### src/rtl/sync_fifo_param.sv
// rtl/sync_fifo_param.sv - parametrised synchronous FIFO with thresholds, FWFT option and sticky error flags
module sync_fifo_param #(
  parameter int DATA_W = 16,
  parameter int ADDR_W = 3,
  parameter int AF_LVL = (2**ADDR_W) - 2,
  parameter int AE_LVL = 2,
  parameter bit FWFT   = 1'b0
) (
  input  logic              clk,
  input  logic              rst,
  input  logic              wr_en,
  input  logic [DATA_W-1:0] buf_in,
  input  logic              rd_en,
  input  logic              clr_err,
  output logic [DATA_W-1:0] buf_out,
  output logic              rd_valid,
  output logic              buf_empty,
  output logic              buf_full,
  output logic              almost_full,
  output logic              almost_empty,
  output logic [ADDR_W:0]   fifo_counter,
  output logic              overflow,
  output logic              underflow
);

  localparam int DEPTH = 2**ADDR_W;
  localparam logic [ADDR_W:0] DEPTH_CNT = (ADDR_W+1)'(DEPTH);
  localparam logic [ADDR_W:0] AF_CNT    = (ADDR_W+1)'(AF_LVL);
  localparam logic [ADDR_W:0] AE_CNT    = (ADDR_W+1)'(AE_LVL);

  logic [DATA_W-1:0] mem [DEPTH];
  logic [ADDR_W-1:0] wr_ptr;
  logic [ADDR_W-1:0] rd_ptr;
  logic              rd_acc;
  logic              wr_acc;

  // A full FIFO still takes a write when a read frees a slot in the same cycle;
  // an empty FIFO never bypasses, so a read there is simply refused.
  assign rd_acc = rd_en && !buf_empty;
  assign wr_acc = wr_en && (!buf_full || rd_acc);

  // Flags decode the registered occupancy, so they move one cycle after the accepting edge.
  assign buf_empty    = (fifo_counter == '0);
  assign buf_full     = (fifo_counter == DEPTH_CNT);
  assign almost_full  = (fifo_counter >= AF_CNT);
  assign almost_empty = (fifo_counter <= AE_CNT);

  // Storage array; contents survive reset and are only ever overwritten by accepted writes.
  always_ff @(posedge clk) begin
    if (wr_acc) begin
      mem[wr_ptr] <= buf_in;
    end
  end

  // Pointers advance on their own accept and wrap naturally at DEPTH.
  always_ff @(posedge clk or posedge rst) begin
    if (rst) begin
      wr_ptr <= '0;
      rd_ptr <= '0;
    end else begin
      if (wr_acc) wr_ptr <= wr_ptr + 1'b1;
      if (rd_acc) rd_ptr <= rd_ptr + 1'b1;
    end
  end

  // Occupancy tracks net accepted traffic; simultaneous accepts leave it unchanged.
  always_ff @(posedge clk or posedge rst) begin
    if (rst) begin
      fifo_counter <= '0;
    end else begin
      case ({wr_acc, rd_acc})
        2'b10:   fifo_counter <= fifo_counter + 1'b1;
        2'b01:   fifo_counter <= fifo_counter - 1'b1;
        default: fifo_counter <= fifo_counter;
      endcase
    end
  end

  // Sticky error flags; a new error in the clearing cycle takes priority over the clear.
  always_ff @(posedge clk or posedge rst) begin
    if (rst) begin
      overflow  <= 1'b0;
      underflow <= 1'b0;
    end else begin
      if (wr_en && !wr_acc) overflow <= 1'b1;
      else if (clr_err)     overflow <= 1'b0;
      if (rd_en && buf_empty) underflow <= 1'b1;
      else if (clr_err)       underflow <= 1'b0;
    end
  end

  generate
    if (FWFT) begin : g_fwft
      // Head word is always presented; rd_en only pops it.
      assign buf_out  = mem[rd_ptr];
      assign rd_valid = !buf_empty;
    end else begin : g_reg
      logic [DATA_W-1:0] out_q;
      logic              valid_q;

      // Registered read: data lands one cycle after an accepted read and is held otherwise.
      always_ff @(posedge clk or posedge rst) begin
        if (rst) begin
          out_q   <= '0;
          valid_q <= 1'b0;
        end else begin
          valid_q <= rd_acc;
          if (rd_acc) out_q <= mem[rd_ptr];
        end
      end

      assign buf_out  = out_q;
      assign rd_valid = valid_q;
    end
  endgenerate

endmodule
### config.mk
export PLATFORM = sky130hd
export DESIGN_NAME = sync_fifo_param
export DESIGN_NICKNAME = d
export VERILOG_FILES = /design/src/rtl/sync_fifo_param.sv
export SDC_FILE = /design/constraint.sdc
export NUM_CORES = 1
export LEC_CHECK = 0
export BUFFER_PORTS_ARGS = -buffer_cell sky130_fd_sc_hd__buf_2
export CORE_UTILIZATION = 55
export CTS_BUF_LIST = sky130_fd_sc_hd__clkbuf_8
export DETAILED_ROUTE_END_ITERATION = 7
export PLACE_DENSITY = 0.74
export RECOVER_POWER = 100
export REMOVE_ABC_BUFFERS = 1
export SLEW_MARGIN = 40
export SYNTH_ARGS = -nofsm -noshare
export SYNTH_HDL_FRONTEND = slang
export SYNTH_SLANG_ARGS = --single-unit
### constraint.sdc
create_clock -name clk -period 3.2 [get_ports clk]
set_input_delay 0.32 -clock clk [delete_from_list [all_inputs] [get_ports clk]]
set_output_delay 0.32 -clock clk [all_outputs]
set_load 0.005 [all_outputs]
# After elaboration in Yosys (flattened, before gate mapping)
# Memories as Yosys holds them, arrays and structs flattened. A register that Yosys moved wholly into a read port is not among the register bits.
# Index checks and enable logic that the tools add are counted.
dict set report totals {
  out_inout_bits 27
  word_cells 34
  inputBits 21
  regBits 13
  mem_bits_rw 128
  n_memories 1
}
# name depth width read_ports rd_clocked_by_memory_dff wr line
set memory_table {}
lappend memory_table {mem 8 16 1 1 1 31} ;# logic [DATA_W-1:0] mem [DEPTH];
dict set report classes {
  n_eq_ne 3
  reduce_logical 12
  add_sub_neg 4
  order_cmp 2
  n_mux 6
}
# op count
set ops {}
lappend ops {{4-bit one-hot mux with 2 select lines} 1}
lappend ops {{3-bit by 1-bit adder with 3-bit output, second input constant} 2}
lappend ops {{2-bit nonzero test} 3}
lappend ops {{1-bit 2-to-1 mux} 5}
lappend ops {{4-bit by 1-bit adder with 4-bit output, second input constant} 1}
lappend ops {{4-bit == test, second input constant} 1}
lappend ops {{4-bit by 3-bit >= comparator with 1-bit output, second input constant} 1}
lappend ops {{4-bit by 2-bit less-or-equal comparator with 1-bit output, second input constant} 1}
lappend ops {{1-bit logical AND} 4}
lappend ops {{4-bit zero test} 1}
lappend ops {{4-bit by 1-bit subtractor with 4-bit output, second input constant} 1}
lappend ops {{1-bit zero test} 3}
lappend ops {{2-bit by 1-bit == test with 1-bit output, second input constant} 1}
lappend ops {{2-bit == test, second input constant} 1}
lappend ops {{1-bit logical OR} 1}

# Depth between registers and ports, before layout
# Gate-level depths: netlist (run 1).
dict set report logic_depth {
  depth_word 8
  mapped_depth 12
  ltp_nobuf 10
}

# Worst setup path before layout (run 1)
# Ideal clock, no wire load.
dict set report synth_timing {
  kind {register to register}
  from {register fifo_counter[3]}
  to {memory mem[0][0] (enable)}
  path_buffers 0
  slack_ps 338
  setup_ps 430
  synth_period_minus_slack_ps 2862
  arrival_ps 2432
  stages_incl_launch_ff 5
  required_ps 2770
  cell_sequence {dfrtp_1 or4b_4 o21a_4 inv_6 nor4_1}
}
dict set report synth_between {
  elab_chain_len 7
  elab_cells_between_ends 9
  classes_between {1 x eq/ne; 2 x mux; 6 x reduce/logical}
}
# element line
set synth_rtl {}
lappend synth_rtl {{start, declared} 21} ;# output logic [ADDR_W:0] fifo_counter,
lappend synth_rtl {{start signal, assigned} 72} ;# 2'b10: fifo_counter <= fifo_counter + 1'b1;
lappend synth_rtl {{start signal, assigned} 73} ;# 2'b01: fifo_counter <= fifo_counter - 1'b1;
lappend synth_rtl {{start signal, assigned} 74} ;# default: fifo_counter <= fifo_counter;
lappend synth_rtl {{4-bit zero test} 43} ;# assign buf_empty = (fifo_counter == '0);
lappend synth_rtl {{1-bit zero test} 39} ;# assign rd_acc = rd_en && !buf_empty;
lappend synth_rtl {{1-bit logical AND} 39}
lappend synth_rtl {{1-bit logical OR (*)} 40} ;# assign wr_acc = wr_en && (!buf_full || rd_acc);
lappend synth_rtl {{1-bit logical AND (*)} 40}
lappend synth_rtl {{1-bit 2-to-1 mux (*)} 50} ;# if (wr_acc) begin
lappend synth_rtl {{1-bit 2-to-1 mux (not written as such) (*)} 51} ;# mem[wr_ptr] <= buf_in;
lappend synth_rtl {{end, declared} 31}
# Mark *: on every way between the ends. The rest lies on a longest branch, timed or not.

# Worst setup path after layout (run 1)
dict set report layout_timing {
  from {register fifo_counter[0]}
  to {register fifo_counter[2]}
}
dict set report layout_between {
  elab_chain_len 7
  elab_cells_between_ends 13
  classes_between {2 x add/sub; 3 x eq/ne; 1 x mux; 7 x reduce/logical}
}
# element line
set layout_rtl {}
lappend layout_rtl {{4-bit zero test} 43}
lappend layout_rtl {{1-bit zero test} 39}
lappend layout_rtl {{1-bit logical AND} 39}
lappend layout_rtl {{1-bit logical OR} 40}
lappend layout_rtl {{1-bit logical AND} 40}
lappend layout_rtl {{2-bit by 1-bit == test with 1-bit output or 2-bit == test (tied branches)} 71} ;# case ({wr_acc, rd_acc})
lappend layout_rtl {{4-bit one-hot mux with 2 select lines or 2-bit nonzero test (tied branches)} -}
# Several ways; a longest one is shown, not always the timed one.
# A chain may end at the register's enable or synchronous reset.

==> impl_metrics.py, run 1 <==
metrics = {
    "outcome": {
        "outcome": "complete, but fails checks",
        "violations": "capacitance limit, slew limit",
    },
    "drt": {
        "drtAntennaViolNets": 0,
        "routedWlPerCell_um": 19.89,
        "drt_first_pass_iters": 4,
        "vias_per_cell": 5.708,
        "first_iter_violations": 214,
        "route.vias.total": 3322,
        "wirelength_um": 11580,
        "drcViolationCount": 0,
    },
    "yosys": {
        "synth_area_mm2": 0.006235,
        "synth_top_area_cell": "edfxtp_1",
        "ys_seq_elements": 157,
        "synth_top_area_share_pct": 61.65,
        "syn-instance-count": 367,
        "synth_edf_count": 128,
        "synth_cell_types": 38,
        "synth_top_cells_by_count": "edfxtp_1, mux2i_1, dfrtp_1, mux2_2, nand2_1",
        "syn_avg_cell_area_um2": 16.99,
        "ys.flop_type": "edfxtp_1",
        "async_flop_share_pct": 18.47,
        "yosysSeqAreaShare_pct": 73.29,
        "yosysMostFrequentCell": "edfxtp_1",
        "yosysWarnings": 0,
        "synthTopCellsByArea": "edfxtp_1, dfrtp_1, mux2_2",
    },
    "floorplan": {
        "die_h_um": 108.5,
        "placementRows": 38,
        "coreArea_mm2": 0.01094,
        "die_w_um": 108.5,
        "ios": 48,
        "die-area_mm2": 0.01177,
        "initial_core_util_pct": 57.01,
    },
    "critical_path": {
        "critical_path_class": "flop to flop",
        "cpMostUsedCell": "xor2_1",
        "startpoint": "fifo_counter[0]",
        "cp_slowest_stage_delay_ns": 0.62,
        "r2r_start": "fifo_counter[0]",
        "r2r_slack_ns": 0.48,
        "end_kind": "flop",
        "r2r_cells": 10,
        "critPathMaxFanout": 8,
        "cp-start-kind": "flop",
        "timing.rr.end": "fifo_counter[2]",
        "worst_ep_required_time_ns": 3.53,
        "arrival_ns": 3.05,
        "slowest_stage": "or4b_1",
        "crit_chain": "or4b_1 -> o21a_1 -> inv_6 -> ha_1 -> xor2_1 -> ha_1 -> a21oi_1 -> xor2_1 -> nor2_1 -> xor2_1",
    },
    "sta": {
        "setup_violations": 0,
        "fin_crit_sh_pct": 84.99,
        "rsz0062_at_grt": "false",
        "final-hold-violation-count": 0,
        "clock_skew_ns": 0.01044,
        "min_period_ns": 2.720,
        "tns_ns": 0,
        "tightest_slew_ns": 1.970,
        "slew_headroom_pct": -31.31,
        "drv_slew": 30,
        "max_freq_ghz": 0.3677,
    },
    "final_layout": {
        "num_antenna_cells": 0,
        "area_delta_synth_final_pct": 12.38,
        "fin_nets": 455,
        "fin_area_mm2": 0.007007,
        "drive_above_1_share_pct": 21.49,
    },
    "min_path": {
        "hp-class": "input port to flop",
        "holdCritStartpoint": "clr_err",
        "min_to": "overflow",
        "hold_depth": 2,
    },
    "global_route": {
        "overflow": 0,
        "grt_start_max_net_pins": 40,
        "grt_pass1_vias": 3292,
        "grt_first_pass_wirelength_um": 17800,
        "antenna_found_initial": 0,
        "grt_usage_pct": 21.76,
    },
    "placed_design": {
        "place_area_mm2": 0.006623,
        "dp_hpwl_um": 6435,
        "numPortBuffers": 47,
        "gp_congestion": 0.7683,
    },
    "clock_tree": {
        "cts_setup_buffers": 0,
        "cts_sinks": 157,
        "cts.clk_slew.worst_paths_ns": 0.08,
        "cts_buffers": 17,
        "cts_tree": "yes",
        "clk_path_buf_depth": 2,
        "root_buffer": "clkbuf_8",
        "cts.htree.levels": 4,
        "clkLatencyLatePin_ns": 0.45,
    },
    "pwr": {
        "p_per_area_mw_per_mm2": 907.2,
        "vdd_drop_max_mv": 0.5463,
        "cellLeakagePower_uw": 0.002527,
        "power.total_uw": 6357,
    },
    "run": {
        "maxCapViolations": 1,
    },
}
layout by cell type, fill, tap and decap left out, drive strengths merged:
| cell type | synthesis | final |
|---|---|---|
| mux2i | 32 | 32 |
| mux2 | 33 | 33 |
| nand2 | 29 | 29 |
| inv | 7 | 8 |
| nor4 | 2 | 2 |
| a211oi | 1 | 1 |
| xnor2 | 6 | 6 |
| o32ai | 1 | 1 |
| dlygate4sd3 | 0 | 1 |
| o21a | 1 | 1 |
| nor3b | 1 | 1 |
| nor2 | 6 | 6 |
| or3b | 1 | 1 |
| clkinvlp | 0 | 2 |
| dfrtp | 29 | 29 |
| nor3 | 4 | 4 |
| o22ai | 16 | 16 |
| xor2 | 3 | 3 |
| a21oi | 1 | 1 |
| clkbuf | 3 | 55 |
| buf | 15 | 24 |
| clkinv | 0 | 5 |
| edfxtp | 128 | 128 |
| nor2b | 1 | 1 |
| nand2b | 5 | 5 |
| o21ai | 19 | 19 |
| or4b | 1 | 1 |
| ha | 5 | 5 |
| a32oi | 1 | 1 |
| bufinv | 0 | 5 |
| a221o | 16 | 16 |
area by class of cell:
class	count	area [um^2]
clock inverter	13	212.7
clock buffer	19	261.5
multi-input combinational	185	1479
inverter	7	31.28
tap	140	175.2
sequential	157	4571
timing repair buffer	61	276.5
fill	825	3929
worst max-delay path, delay by kind of cell (launching register included):
kind                       cells  cell delay [ns]
AOI/OAI and AO/OA              2             0.46
adders and majority gates      2             0.45
buffers and inverters          1             0.12
xor gates and xnor gates       3             0.40
and+or+nand+nor                2             0.68
DFF                            1             0.48
power breakdown:
| part | leakage [uW] | switching [uW] | total [uW] | internal (uW) |
|---|---|---|---|---|
| registers | 0.00151 | 225 | 2870 | 2650 |
| clock network | 0.000230 | 719 | 1690 | 974 |
| logic | 0.000787 | 1000 | 1790 | 788 |
how the worst max path moves through the flow:
| stage | to | slack (ns) | cells past startpoint |
|---|---|---|---|
| after floorplan | fifo_counter[2] | 0.29 | 10 |
| after global routing | mem[1][1] | 0.28 | 5 |
| final | fifo_counter[2] | 0.48 | 10 |
| after global placement | fifo_counter[2] | 0.71 | 10 |
| after detailed placement | fifo_counter[2] | 0.57 | 10 |
| after CTS | fifo_counter[2] | 0.55 | 10 |
metal layers:
metal	up-vias	GRT usage, %	share of wire [%]
met5	-	0	0
met4	0	8.494	1.1
met3	10	5.003	6.8
met2	101	35.22	50
met1	1670	28.68	42
li1	1541	-	-
state kept, by name, summed over array words and instances (netlist names):
register and count:
underflow 1, buf_out 16, rd_valid 1, overflow 1
wr_ptr 3, fifo_counter 4, mem 128, rd_ptr 3
metrics by stage:
step,worst slack (ns),util [%],hold WS [ns],instances
after floorplan,0.2858,-,0.3981,349
after global placement,0.7105,60.49,0.4451,549
after detailed placement,0.5687,60.56,0.4537,549
after CTS,0.5508,64.99,0.03377,582
after global routing,0.2808,64.07,0.03969,582
final,0.4802,64.07,0.05387,582
what timing repair did:
| action | in CTS | in global routing |
|---|---|---|
| resized for setup | 0 | 0 |
| hold endpoints to repair | 29 | 0 |
| hold buffers | 1 | 0 |
cells by family after synthesis:
group           Yosys count  share of synthesized area [%]
compound gates           56                          6.422
simple gates             50                          3.893
mux                      65                          11.10
buf+inv                  25                          3.030
flops                   157                          73.29
xor+xnor                  9                          1.264
fa+ha+maj                 5                          1.003
No activity file was read; power rests on OpenSTA's default activity.
==> run 2, diff against run 1 <==
--- a/config.mk
+++ b/config.mk
@@ -5,11 +5,12 @@
 export SDC_FILE = /design/constraint.sdc
 export NUM_CORES = 1
 export LEC_CHECK = 0
+export ABC_AREA = 1
 export BUFFER_PORTS_ARGS = -buffer_cell sky130_fd_sc_hd__buf_2
 export CORE_UTILIZATION = 55
 export CTS_BUF_LIST = sky130_fd_sc_hd__clkbuf_8
 export DETAILED_ROUTE_END_ITERATION = 7
-export PLACE_DENSITY = 0.74
+export PLACE_DENSITY = 0.77
 export RECOVER_POWER = 100
 export REMOVE_ABC_BUFFERS = 1
 export SLEW_MARGIN = 40
==> constraint.sdc (replaced) <==
create_clock -name clk -period 2.2 [get_ports clk]
set_input_delay 0.22 -clock clk [delete_from_list [all_inputs] [get_ports clk]]
set_output_delay 0.22 -clock clk [all_outputs]
set_load 0.005 [all_outputs]
==> run 2 against run 1 <==
Effect of this change:
- the run now ends clean
- register-to-register slack got worse by 0.34 ns
- largest power group unchanged
- highest routed layer unchanged
- via count rose by 25%
- critical endpoint is now mem[4][3]
- final area rose by 1.5%
- first-iteration DRC count rose by 24%
- critical path type unchanged
- maximum frequency rose by 32%
==> impl_metrics.py, run 2 <==
metrics = {
    "clock_tree": {
        "root_buffer": "clkbuf_8",
        "clkLatencyLatePin_ns": 0.44,
        "cts_sinks": 157,
        "cts_buffers": 17,
        "cts.clk_slew.worst_paths_ns": 0.08,
        "cts.htree.levels": 4,
        "cts_setup_buffers": 0,
        "cts_tree": "yes",
        "clk_path_buf_depth": 2,
    },
    "final_layout": {
        "multi_input_area_mm2": 0.001534,
        "largest_reg_flops": 128,
        "fillerInstances": 902,
        "area_delta_synth_final_pct": 11.01,
        "final_common_cell": "nor2_1",
        "drive_above_1_share_pct": 10.91,
        "layout_common_cells": "nor2_1, edfxtp_1, nand2_1",
        "fin_nets": 627,
        "num_antenna_cells": 0,
        "top_register": "mem",
        "seqCellArea_mm2": 0.004572,
    },
    "critical_path": {
        "worst_ep_required_time_ns": 2.27,
        "critical_path_class": "flop to flop",
        "cp-start-kind": "flop",
        "end_kind": "flop",
        "arrival_ns": 2.13,
        "critPathMaxFanout": 8,
    },
    "drt": {
        "routedWlPerCell_um": 17.26,
        "wirelength_um": 13060,
        "drtAntennaViolNets": 0,
        "first_iter_violations": 265,
        "drcViolationCount": 0,
        "drt_first_pass_iters": 5,
        "route.vias.total": 4169,
        "vias_per_cell": 5.507,
    },
    "yosys": {
        "synth_area_mm2": 0.006409,
        "synthTopCellsByArea": "edfxtp_1, dfrtp_1, nor2_1",
        "async_flop_share_pct": 18.47,
        "synth_edf_count": 128,
        "yosysWarnings": 0,
        "ys.flop_type": "edfxtp_1",
        "synth_top_area_cell": "edfxtp_1",
        "synth_cell_types": 26,
        "synth_top_cells_by_count": "nor2_1, edfxtp_1, nand2_1, nand3_1, o21ai_0",
        "yosysMostFrequentCell": "nor2_1",
        "ys_seq_elements": 157,
        "syn-instance-count": 542,
        "synth_top_area_share_pct": 59.98,
        "yosysSeqAreaShare_pct": 71.30,
        "syn_avg_cell_area_um2": 11.82,
    },
    "sta": {
        "drv_slew": 0,
        "clock_skew_ns": 0.01280,
        "final-hold-violation-count": 0,
        "max_freq_ghz": 0.4856,
        "tightest_slew_ns": 0.9796,
        "tns_ns": 0,
        "rsz0062_at_grt": "false",
        "fin_crit_sh_pct": 93.60,
        "min_period_ns": 2.059,
        "setup_violations": 0,
        "slew_headroom_pct": 34.69,
    },
    "global_route": {
        "grt_usage_pct": 23.33,
        "grt_first_pass_wirelength_um": 19970,
        "overflow": 0,
        "grt_start_max_net_pins": 46,
        "antenna_found_initial": 0,
        "grt_pass1_vias": 3813,
    },
    "run": {
        "maxCapViolations": 0,
    },
    "floorplan": {
        "die_w_um": 109.9,
        "initial_core_util_pct": 56.37,
        "die_h_um": 109.9,
        "coreArea_mm2": 0.01137,
        "die-area_mm2": 0.01209,
        "placementRows": 39,
        "ios": 48,
    },
    "placed_design": {
        "numPortBuffers": 47,
        "gp_congestion": 0.7805,
        "dp_hpwl_um": 7606,
    },
    "outcome": {
        "outcome": "completed",
    },
    "pwr": {
        "cellLeakagePower_uw": 0.002694,
        "p_per_area_mw_per_mm2": 1311,
        "vdd_drop_max_mv": 0.6203,
        "power.total_uw": 9324,
    },
    "min_path": {
        "hp-class": "input port to flop",
    },
}
run 2: what timing repair did:
| action | in CTS | in global routing |
|---|---|---|
| resized for setup | 0 | 2 |
| hold endpoints to repair | 16 | 0 |
| setup endpoints to repair | 0 | 1 |
| hold buffers | 2 | 0 |
run 2: metal layers:
layer / part of all wire (%) / global-route usage [%] / up-vias
met2: 51 / 38.71 / 138
met4: 1.3 / 9.333 / 0
met5: 0 / 0 / -
li1: - / - / 1978
met3: 6.8 / 5.572 / 16
met1: 41 / 29.62 / 2037
run 2: logic make-up (layout without fill, tap and decap cells):
kind of cell / Yosys count / count (layout) / synth area share [%]
XOR/XNOR: 6 / 6 / 0.9373
buffers and inverters: 48 / 120 / 4.686
AO/OA/AOI/OAI: 73 / 73 / 5.720
adder cells (fa/ha/maj): 5 / 5 / 0.9762
flip-flops: 157 / 157 / 71.30
AND/OR/NAND/NOR: 253 / 253 / 16.38
run 2: critical path: stages, from the launching register on:
cell and delay [ns]:
dfrtp_1 0.45, inv_1 0.10, nand4_1 0.12, nand2_2 0.11, or2_1 0.29, nor2_1 0.16, clkbuf_1 0.47
run 2: layout make-up:
cell class	count	share of cell area, %
sequential	157	64.26
multi-input combinational	337	21.56
timing repair buffer	67	4.573
clock buffer	22	4.256
tap	143	2.515
clock inverter	10	1.724
inverter	21	1.108
run 2: path summary, 6_finish.rpt:
kind	slack (ns)	end	startpoint	depth (start not counted)
worst max-delay path	0.14	mem[4][3]	fifo_counter[2]	6
worst min-delay path	0.06	overflow	wr_en	3
worst max register to register	0.14	mem[4][3]	fifo_counter[2]	6
worst min register to register	0.48	buf_out[4]	buf_out[4]	2
max in group asynchronous	0.85	buf_out[5]	rst	4
min in group asynchronous	0.39	buf_out[12]	rst	3
run 2: power breakdown:
group | internal, uW | switching, uW
clock network | 1250 | 972
logic | 1010 | 2030
registers | 3800 | 255
run 2: stage by stage:
step	setup slack, ns	hold WS (ns)	utilization [%]	instances	cell area [um^2]
after floorplan	-0.3351	0.2981	-	515	6187
after global placement	0.3247	0.2967	59.37	723	6750
after detailed placement	0.1783	0.3142	59.37	723	6750
after CTS	0.1674	0.02514	63.29	757	7196
after global routing	0.01799	0.07050	62.57	757	7114
final	0.1408	0.05982	62.57	757	7114
